<file path="src/rtl/bus_if_split_if.sv">
// Point-to-point request/response bus between one master and one slave.
// Command, write data and byte enables travel together; one response per command.
interface bus_if_split_if (
  input logic Clk
);
  localparam int unsigned ADDR_W = 32;
  localparam int unsigned DATA_W = 32;
  localparam int unsigned CMD_W  = 3;
  localparam int unsigned RESP_W = 2;
  localparam int unsigned BE_W   = DATA_W / 8;

  logic                MReset_n;
  logic [CMD_W-1:0]    MCmd;
  logic [ADDR_W-1:0]   MAddr;
  logic [DATA_W-1:0]   MData;
  logic                MDataValid;
  logic [BE_W-1:0]     MByteEn;
  logic                SCmdAccept;
  logic                SDataAccept;
  logic [RESP_W-1:0]   SResp;
  logic [DATA_W-1:0]   SData;
  logic                MRespAccept;

  modport master (
    input  Clk,
    output MReset_n, MCmd, MAddr, MData, MDataValid, MByteEn, MRespAccept,
    input  SCmdAccept, SDataAccept, SResp, SData
  );

  modport slave (
    input  Clk,
    input  MReset_n, MCmd, MAddr, MData, MDataValid, MByteEn, MRespAccept,
    output SCmdAccept, SDataAccept, SResp, SData
  );
endinterface

</file>
<file path="src/rtl/bus_if_split.sv">
// Address-decoding 1-to-2 bus splitter; a small destination FIFO keeps
// responses to the master in command order.
module bus_if_split #(
  parameter logic [31:0]  OUT1_BASE     = 32'h8000_0000,
  parameter logic [31:0]  OUT1_MASK     = 32'h8000_0000,
  parameter int unsigned  NUM_IN_FLIGHT = 4
) (
  input logic          Clk,
  input logic          Reset,
  bus_if_split_if.slave  in,
  bus_if_split_if.master out_0,
  bus_if_split_if.master out_1
);
  localparam int unsigned PTR_W = (NUM_IN_FLIGHT > 1) ? $clog2(NUM_IN_FLIGHT) : 1;
  localparam int unsigned CNT_W = $clog2(NUM_IN_FLIGHT + 1);
  localparam logic [2:0]  CMD_IDLE  = 3'd0;
  localparam logic [1:0]  RESP_NULL = 2'd0;

  logic [NUM_IN_FLIGHT-1:0] dest_q;
  logic [PTR_W-1:0]         wr_ptr;
  logic [PTR_W-1:0]         rd_ptr;
  logic [CNT_W-1:0]         count;
  logic                     full;
  logic                     empty;
  logic                     sel;
  logic                     cmd_ok;
  logic                     sel_accept;
  logic                     push;
  logic                     head;
  logic                     resp_ok;
  logic [1:0]               head_resp;
  logic                     pop;

  assign full  = (count == CNT_W'(NUM_IN_FLIGHT));
  assign empty = (count == CNT_W'(0));
  assign head  = dest_q[rd_ptr];

  assign out_0.MReset_n = ~Reset;
  assign out_1.MReset_n = ~Reset;

  // Request decode and accept: forward only to the selected port, only when there is room.
  always_comb begin
    sel               = ((in.MAddr & OUT1_MASK) == OUT1_BASE);
    cmd_ok            = !Reset && !full && (in.MCmd != CMD_IDLE);
    out_0.MCmd        = CMD_IDLE;
    out_0.MAddr       = '0;
    out_0.MData       = '0;
    out_0.MDataValid  = 1'b0;
    out_0.MByteEn     = '0;
    out_1.MCmd        = CMD_IDLE;
    out_1.MAddr       = '0;
    out_1.MData       = '0;
    out_1.MDataValid  = 1'b0;
    out_1.MByteEn     = '0;
    if (cmd_ok) begin
      if (sel) begin
        out_1.MCmd       = in.MCmd;
        out_1.MAddr      = in.MAddr;
        out_1.MData      = in.MData;
        out_1.MDataValid = in.MDataValid;
        out_1.MByteEn    = in.MByteEn;
      end else begin
        out_0.MCmd       = in.MCmd;
        out_0.MAddr      = in.MAddr;
        out_0.MData      = in.MData;
        out_0.MDataValid = in.MDataValid;
        out_0.MByteEn    = in.MByteEn;
      end
    end
    sel_accept     = sel ? out_1.SCmdAccept : out_0.SCmdAccept;
    push           = cmd_ok && sel_accept;
    in.SCmdAccept  = push;
    in.SDataAccept = push;
  end

  // Response return: only the port at the FIFO head is listened to.
  always_comb begin
    resp_ok           = !Reset && !empty;
    in.SResp          = RESP_NULL;
    in.SData          = '0;
    out_0.MRespAccept = 1'b0;
    out_1.MRespAccept = 1'b0;
    head_resp         = head ? out_1.SResp : out_0.SResp;
    if (resp_ok) begin
      if (head) begin
        in.SResp          = out_1.SResp;
        in.SData          = out_1.SData;
        out_1.MRespAccept = in.MRespAccept;
      end else begin
        in.SResp          = out_0.SResp;
        in.SData          = out_0.SData;
        out_0.MRespAccept = in.MRespAccept;
      end
    end
    pop = resp_ok && in.MRespAccept && (head_resp != RESP_NULL);
  end

  // FIFO payload needs no reset; stale entries are never read while empty.
  always_ff @(posedge Clk) begin
    if (push) begin
      dest_q[wr_ptr] <= sel;
    end
  end

  always_ff @(posedge Clk) begin
    if (Reset) begin
      wr_ptr <= '0;
      rd_ptr <= '0;
      count  <= '0;
    end else begin
      if (push) begin
        wr_ptr <= (wr_ptr == PTR_W'(NUM_IN_FLIGHT - 1)) ? '0 : wr_ptr + PTR_W'(1);
      end
      if (pop) begin
        rd_ptr <= (rd_ptr == PTR_W'(NUM_IN_FLIGHT - 1)) ? '0 : rd_ptr + PTR_W'(1);
      end
      case ({push, pop})
        2'b10:   count <= count + CNT_W'(1);
        2'b01:   count <= count - CNT_W'(1);
        default: count <= count;
      endcase
    end
  end
endmodule

</file>
<file path="src/flat_wrapper.sv">
// flat-port wrapper written by rule: the top's interface ports become plain ports
module bus_if_split_flat 
#(
  parameter logic [31:0]  OUT1_BASE     = 32'h8000_0000,
  parameter logic [31:0]  OUT1_MASK     = 32'h8000_0000,
  parameter int unsigned  NUM_IN_FLIGHT = 4
)
  (Clk, Reset, in_MReset_n, in_MCmd, in_MAddr, in_MData, in_MDataValid, in_MByteEn, in_MRespAccept, in_SCmdAccept, in_SDataAccept, in_SResp, in_SData, out_0_MReset_n, out_0_MCmd, out_0_MAddr, out_0_MData, out_0_MDataValid, out_0_MByteEn, out_0_MRespAccept, out_0_SCmdAccept, out_0_SDataAccept, out_0_SResp, out_0_SData, out_1_MReset_n, out_1_MCmd, out_1_MAddr, out_1_MData, out_1_MDataValid, out_1_MByteEn, out_1_MRespAccept, out_1_SCmdAccept, out_1_SDataAccept, out_1_SResp, out_1_SData);
  bus_if_split_if in_i (.Clk(Clk));
  bus_if_split_if out_0_i (.Clk(Clk));
  bus_if_split_if out_1_i (.Clk(Clk));
  input logic Clk;
  input logic Reset;
  input wire logic [$bits(in_i.MReset_n)-1:0] in_MReset_n;
  input wire logic [$bits(in_i.MCmd)-1:0] in_MCmd;
  input wire logic [$bits(in_i.MAddr)-1:0] in_MAddr;
  input wire logic [$bits(in_i.MData)-1:0] in_MData;
  input wire logic [$bits(in_i.MDataValid)-1:0] in_MDataValid;
  input wire logic [$bits(in_i.MByteEn)-1:0] in_MByteEn;
  input wire logic [$bits(in_i.MRespAccept)-1:0] in_MRespAccept;
  output wire logic [$bits(in_i.SCmdAccept)-1:0] in_SCmdAccept;
  output wire logic [$bits(in_i.SDataAccept)-1:0] in_SDataAccept;
  output wire logic [$bits(in_i.SResp)-1:0] in_SResp;
  output wire logic [$bits(in_i.SData)-1:0] in_SData;
  output wire logic [$bits(out_0_i.MReset_n)-1:0] out_0_MReset_n;
  output wire logic [$bits(out_0_i.MCmd)-1:0] out_0_MCmd;
  output wire logic [$bits(out_0_i.MAddr)-1:0] out_0_MAddr;
  output wire logic [$bits(out_0_i.MData)-1:0] out_0_MData;
  output wire logic [$bits(out_0_i.MDataValid)-1:0] out_0_MDataValid;
  output wire logic [$bits(out_0_i.MByteEn)-1:0] out_0_MByteEn;
  output wire logic [$bits(out_0_i.MRespAccept)-1:0] out_0_MRespAccept;
  input wire logic [$bits(out_0_i.SCmdAccept)-1:0] out_0_SCmdAccept;
  input wire logic [$bits(out_0_i.SDataAccept)-1:0] out_0_SDataAccept;
  input wire logic [$bits(out_0_i.SResp)-1:0] out_0_SResp;
  input wire logic [$bits(out_0_i.SData)-1:0] out_0_SData;
  output wire logic [$bits(out_1_i.MReset_n)-1:0] out_1_MReset_n;
  output wire logic [$bits(out_1_i.MCmd)-1:0] out_1_MCmd;
  output wire logic [$bits(out_1_i.MAddr)-1:0] out_1_MAddr;
  output wire logic [$bits(out_1_i.MData)-1:0] out_1_MData;
  output wire logic [$bits(out_1_i.MDataValid)-1:0] out_1_MDataValid;
  output wire logic [$bits(out_1_i.MByteEn)-1:0] out_1_MByteEn;
  output wire logic [$bits(out_1_i.MRespAccept)-1:0] out_1_MRespAccept;
  input wire logic [$bits(out_1_i.SCmdAccept)-1:0] out_1_SCmdAccept;
  input wire logic [$bits(out_1_i.SDataAccept)-1:0] out_1_SDataAccept;
  input wire logic [$bits(out_1_i.SResp)-1:0] out_1_SResp;
  input wire logic [$bits(out_1_i.SData)-1:0] out_1_SData;
  assign in_i.MReset_n = in_MReset_n;
  assign in_i.MCmd = in_MCmd;
  assign in_i.MAddr = in_MAddr;
  assign in_i.MData = in_MData;
  assign in_i.MDataValid = in_MDataValid;
  assign in_i.MByteEn = in_MByteEn;
  assign in_i.MRespAccept = in_MRespAccept;
  assign in_SCmdAccept = in_i.SCmdAccept;
  assign in_SDataAccept = in_i.SDataAccept;
  assign in_SResp = in_i.SResp;
  assign in_SData = in_i.SData;
  assign out_0_MReset_n = out_0_i.MReset_n;
  assign out_0_MCmd = out_0_i.MCmd;
  assign out_0_MAddr = out_0_i.MAddr;
  assign out_0_MData = out_0_i.MData;
  assign out_0_MDataValid = out_0_i.MDataValid;
  assign out_0_MByteEn = out_0_i.MByteEn;
  assign out_0_MRespAccept = out_0_i.MRespAccept;
  assign out_0_i.SCmdAccept = out_0_SCmdAccept;
  assign out_0_i.SDataAccept = out_0_SDataAccept;
  assign out_0_i.SResp = out_0_SResp;
  assign out_0_i.SData = out_0_SData;
  assign out_1_MReset_n = out_1_i.MReset_n;
  assign out_1_MCmd = out_1_i.MCmd;
  assign out_1_MAddr = out_1_i.MAddr;
  assign out_1_MData = out_1_i.MData;
  assign out_1_MDataValid = out_1_i.MDataValid;
  assign out_1_MByteEn = out_1_i.MByteEn;
  assign out_1_MRespAccept = out_1_i.MRespAccept;
  assign out_1_i.SCmdAccept = out_1_SCmdAccept;
  assign out_1_i.SDataAccept = out_1_SDataAccept;
  assign out_1_i.SResp = out_1_SResp;
  assign out_1_i.SData = out_1_SData;
  bus_if_split #(.OUT1_BASE(OUT1_BASE), .OUT1_MASK(OUT1_MASK), .NUM_IN_FLIGHT(NUM_IN_FLIGHT)) u_core (.Clk(Clk), .Reset(Reset), .in(in_i), .out_0(out_0_i), .out_1(out_1_i));
endmodule
</file>
<file path="config.mk">
export PLATFORM = sky130hd
export DESIGN_NAME = bus_if_split_flat
export DESIGN_NICKNAME = d
export VERILOG_FILES = /design/src/rtl/bus_if_split_if.sv /design/src/rtl/bus_if_split.sv /design/src/flat_wrapper.sv
export SDC_FILE = /design/constraint.sdc
export NUM_CORES = 1
export LEC_CHECK = 0
export CORE_AREA = 2 2 128 130
export CTS_CLUSTER_SIZE = 10
export DETAILED_ROUTE_END_ITERATION = 16
export DIE_AREA = 0 0 130 132
export PLACE_DENSITY = 0.59
export SYNTH_ARGS = -nofsm -noshare
export SYNTH_HDL_FRONTEND = slang
export SYNTH_SLANG_ARGS = --single-unit
</file>
<file path="constraint.sdc">
create_clock -name Clk -period 6.9 [get_ports Clk]
set_input_delay 1.035 -clock Clk [delete_from_list [all_inputs] [get_ports Clk]]
set_output_delay 1.035 -clock Clk [all_outputs]
set_load 0.02 [all_outputs]
</file>
# After elaboration in Yosys (flattened, before gate mapping)
# Cells that the tools add are included.
[word_totals]
in_bits = 148
wordCells = 68
ff_bits = 11
output_inout_bits = 184
[classes]
n_mux = 37
bitwise_logic = 1
eq_ne = 5
n_lt_le_gt_ge = 3
n_reduce_logical = 14
add_sub_neg = 4
[ops]
columns = ["cell", "n"]
rows = [
  ["2-to-1 mux 32 bit", 9],
  ["2-to-1 mux 31 bit", 1],
  ["2-to-1 mux 4 bit", 4],
  ["2-to-1 mux 3 bit", 4],
  ["2-to-1 mux 1 bit", 11],
  ["2-to-1 mux 2 bit", 4],
  ["logical AND 1 bit", 7],
  ["equality test 2 bit (second input constant)", 3],
  ["< comparator 2 x 3 -> 1 bit (second input constant)", 2],
  ["case mux 3 bit (2 select lines)", 1],
  ["adder 2 x 1 -> 2 bit (second input constant)", 2],
  ["bitwise mux 4 bit", 1],
  ["nonzero test 2 bit", 2],
  ["adder 3 x 1 -> 3 bit (second input constant)", 1],
  ["equality test 3 bit (second input constant)", 1],
  ["zero test 1 bit", 3],
  ["zero test 3 bit", 1],
  ["nonzero test 3 bit", 1],
  ["subtractor 3 x 1 -> 3 bit (second input constant)", 1],
  ["binary-select mux 1 bit (select 2 bit)", 1],
  ["demux 1 bit (select 2 bit)", 1],
  ["equality test 2 x 1 -> 1 bit (second input constant)", 1],
  ["greater-or-equal comparator 2 x 1 -> 1 bit (second input constant)", 1],
  ["inverter 1 bit", 1],
]

# Longest topological paths before layout
[logic_depth]
ltp_word = 7
ltp_mapped = 10

# Least setup slack after synthesis
# Ideal clock, no wire load.
[synth_path]
kind = "input-to-output"
startpoint = "in Reset"
endpoint = "out in_SDataAccept"
t_required_ns = 5.865
arrival_time_ns = 2.352
path_slack_ns = 3.513
stages = 3
cell_sequence = "clkbuf_1 > nor4_2 > buf_4"
[synth_via]
elab_chain_len = 4
[synth_lines]
columns = ["element", "line", "rtl"]
rows = [
  ["from (decl)", "flat_wrapper.sv:13", "input logic Reset;"],
  ["zero test 1 bit", "bus_if_split.sv:44", "cmd_ok = !Reset && !full && (in.MCmd != CMD_IDLE);"],
  ["logical AND 1 bit (2 in series)", "bus_if_split.sv:44", ""],
  ["logical AND 1 bit", "bus_if_split.sv:71", "push = cmd_ok && sel_accept;"],
  ["to (decl)", "flat_wrapper.sv:22", "output wire logic [$bits(in_i.SDataAccept)-1:0] in_SDataAccept;"],
]
# No other way between the ends.

# Final worst setup path
[layout_path]
startpoint = "in Reset"
endpoint = "out out_1_MData[0]"
[layout_via]
elab_chain_len = 4
[layout_lines]
columns = ["element", "line", "rtl"]
rows = [
  ["zero test 1 bit", "bus_if_split.sv:44", ""],
  ["logical AND 1 bit (2 in series)", "bus_if_split.sv:44", ""],
  ["2-to-1 mux 32 bit", "bus_if_split.sv:55", "if (cmd_ok) begin"],
  ["to (decl)", "flat_wrapper.sv:39", "output wire logic [$bits(out_1_i.MData)-1:0] out_1_MData;"],
]
# No other way between the ends.

==> flow_metrics.py <==
metrics = {
    "placed_design": {
        "placedCellCount": 859,
        "preCtsSetupSlack_ns": 2.340,
        "placed_area_um2": 5587,
        "place.gp.congestion": 0.8261,
        "hpwlAfterDp_mm": 10.92,
        "io_buffer_count": 327,
    },
    "yosys": {
        "synth_top_family_by_area": "simple AND/OR/NAND/NOR gates",
        "synthXorXnorAreaFrac_pct": 0.8182,
        "synth_compound_area_share_pct": 9.001,
        "synth-simple-area-share_pct": 60.96,
        "yosysWarnings": 0,
        "synth_mux_area_share_pct": 5.085,
        "ys_seq_area_share_pct": 12.16,
        "synthAdderAreaFrac_pct": 4.442,
        "netlist_area_um2": 2141,
        "syn_avg_cell_area_um2": 6.241,
        "syn_inst": 343,
        "yosysUniqueCellTypes": 30,
        "syn_nets": 498,
        "ys_seq_elements": 11,
    },
    "worst_setup_path": {
        "cp.arrival_ns": 3.47,
        "path_delay_family": "buffers and inverters",
        "path_cells": "clkdlybuf4s50_1 > nor4b_4 > buf_4 > and2_1 > clkdlybuf4s50_1",
        "start_kind": "input port",
        "criticalPathCategory": "input port to output port",
        "crit_required_ns": 5.86,
        "cp_num_buf_inv": 3,
        "critical_path.max_stage_delay_ns": 0.70,
        "cp_slowest_cell": "clkdlybuf4s50_1",
        "crit_fanout": 72,
        "worst_path_most_repeated_cell": "clkdlybuf4s50_1",
        "critPathCaptureType": "output port",
    },
    "job": {
        "maxCapViolations": 0,
    },
    "global_routing": {
        "grt_pass1_vias": 3133,
        "antenna_found_initial": 1,
        "grt_overflow": 0,
        "grt_max_degree": 73,
        "grt_pass1_wl_mm": 17.83,
        "track_usage_pct": 13.19,
    },
    "clock_tree": {
        "clockBufferDepth": 2,
        "post_cts_resized": 0,
        "cts-htree-levels": 1,
        "clkTransAtPathRegs_ns": 0.04,
        "clock-root-buffer": "clkbuf_16",
        "cts_buffers": 3,
        "cts_setup_buffers": 0,
        "worstSkewPairLatency_ns": 0.24,
        "clock-sinks": 11,
        "hold_buffers": 0,
        "tritoncts": "yes",
    },
    "sta": {
        "hold_viol": 0,
        "setup_ws_ns": 2.400,
        "min_period_ns": 4.500,
        "tns_ns": 0,
        "fin_crit_sh_pct": 65.22,
        "max_freq_mhz": 222.2,
        "worst_pin_slew_ns": 0.8305,
        "finalClockSkew_ns": 0.002206,
        "setup_viol": 0,
        "slew_viol_final": 0,
        "rsz0062_at_grt": "no",
        "relSlewSlack_pct": 44.17,
    },
    "status": {
        "status": "complete, no violations",
    },
    "cells_and_area": {
        "final_cells": 864,
        "final_cell_area_um2": 5668,
        "final_cell_mix": "327 x clkdlybuf4s50_1, 146 x and2_1, 69 x nand2_1",
        "seqCellArea_um2": 260.3,
        "n_fill_cell": 1618,
        "syn2layout_area_growth_pct": 164.8,
        "drive_gt1_share_pct": 2.009,
        "utilization_pct": 36.07,
        "multi_input_area_um2": 1738,
        "nets": 803,
        "final_common_cell": "clkdlybuf4s50_1",
    },
    "routing": {
        "viasPerCell": 3.874,
        "met3_length_mm": 1.581,
        "num_vias": 3347,
        "wl_per_cell_um": 14.54,
        "wl_met1_mm": 4.408,
        "highest_layer": "met4",
        "ant_nets": 0,
        "drcViolationCount": 0,
        "wirelength_mm": 12.56,
        "firstDrtPassIters": 4,
        "route.met2.wl_mm": 6.396,
        "dr.first_iter.drc_count": 52,
    },
    "floorplanning": {
        "die_h_um": 132,
        "initial_utilization_pct": 13.62,
        "num_io_pins": 332,
        "coreArea_um2": 15710,
        "fp.dieW_um": 130,
        "fp.dieArea_um2": 17160,
        "rows": 46,
    },
    "worst_hold_path": {
        "hold_path_class": "register to register",
    },
    "power": {
        "vdd_ir_drop_max_v": 0.00007079,
        "power.density_nw_per_um2": 96.95,
        "leakage_uw": 0.002121,
    },
}
[path summary, 6_finish.rpt]
check                         from  slack [ns]         endpoint  depth (start not counted)
hold reg to reg    u_core.count[2]        0.52  u_core.count[2]                          2
setup / recovery             Reset        2.40   out_1_MData[0]                          5
setup reg to reg  u_core.rd_ptr[0]        3.66  u_core.count[2]                          9
hold / removal     u_core.count[2]        0.52  u_core.count[2]                          2
[cells in the mapped netlist (all sizes together)]
library cell  instances  area (um2)
mux2                  2       26.27
nor2b                 1       6.260
nor4b                 1       15.01
inv                   8       30.03
nor2                 12       45.04
nor3                  2       10.01
xor2                  2       17.52
nor3b                 1       7.510
and2                146       913.4
nor4                  2       18.77
nand4                 1       6.260
and3                  1       11.26
mux2i                 6       60.06
o21ai                 1       5.000
fa                    1       20.02
clkbuf               25       93.84
o31ai                 1       7.510
or2                   1       6.260
buf                   4       33.78
or3                   1       6.260
dfxtp                 7       140.1
conb                  1       3.750
edfxtp                4       120.1
ha                    6       75.07
nand2                69       259.0
mux4                  1       22.52
a21oi                36       180.2
[report_power, final]
| group | switching [uW] | leakage [uW] | total (uW) | internal (uW) |
|---|---|---|---|---|
| logic | 173 | 0.00199 | 367 | 194 |
| clock network | 29.3 | 0.0000382 | 107 | 77.6 |
| registers | 4.20 | 0.0000932 | 75.5 | 71.3 |
[per-layer routing]
layer / GRT usage (%) / up-vias
met4: 2.688 / 0
met1: 12.98 / 1462
met2: 25.45 / 193
met5: 0 / -
met3: 5.398 / 12
li1: - / 1680
[metrics by stage]
stage          total power [uW]  hold slack [ns]
2_1_floorplan             239.0           0.4669
3_3_place_gp              443.1           0.4775
3_5_place_dp              447.3           0.5126
4_1_cts                   556.1           0.5181
5_1_grt                   581.2           0.5484
6_report                  549.5           0.5169
[layout make-up]
cell class | count | share of cell area (%)
inverters | 8 | 0.5298
diodes | 1 | 0.04415
repair buffers | 329 | 58.01
clock buffers | 4 | 1.391
multi-input cells | 295 | 30.66
well taps | 216 | 4.768
flip-flops and latches | 11 | 4.592
[logic make-up after synthesis]
| logic type | count (synthesis) |
|---|---|
| multiplexers | 9 |
| other | 1 |
| XOR/XNOR | 2 |
| AND/OR/NAND/NOR | 238 |
| flip-flops | 11 |
| buffers and inverters | 37 |
| AO/OA/AOI/OAI | 38 |
| adder cells (fa/ha/maj) | 7 |
[worst reg2reg max path, stage by stage, from the launching register on]
cell,delay (ns)
dfxtp_1,0.46
mux4_2,0.86
mux2i_1,0.30
and3_4,0.24
ha_1,0.19
inv_1,0.07
fa_1,0.43
xor2_1,0.16
or3_1,0.31
a21oi_1,0.14
[sequential cells by signal, indices dropped and copies added (netlist names)]
signal	flops
u_core.count	3
u_core.dest_q	4
u_core.rd_ptr	2
u_core.wr_ptr	2
(Power assumes the default switching activity.)
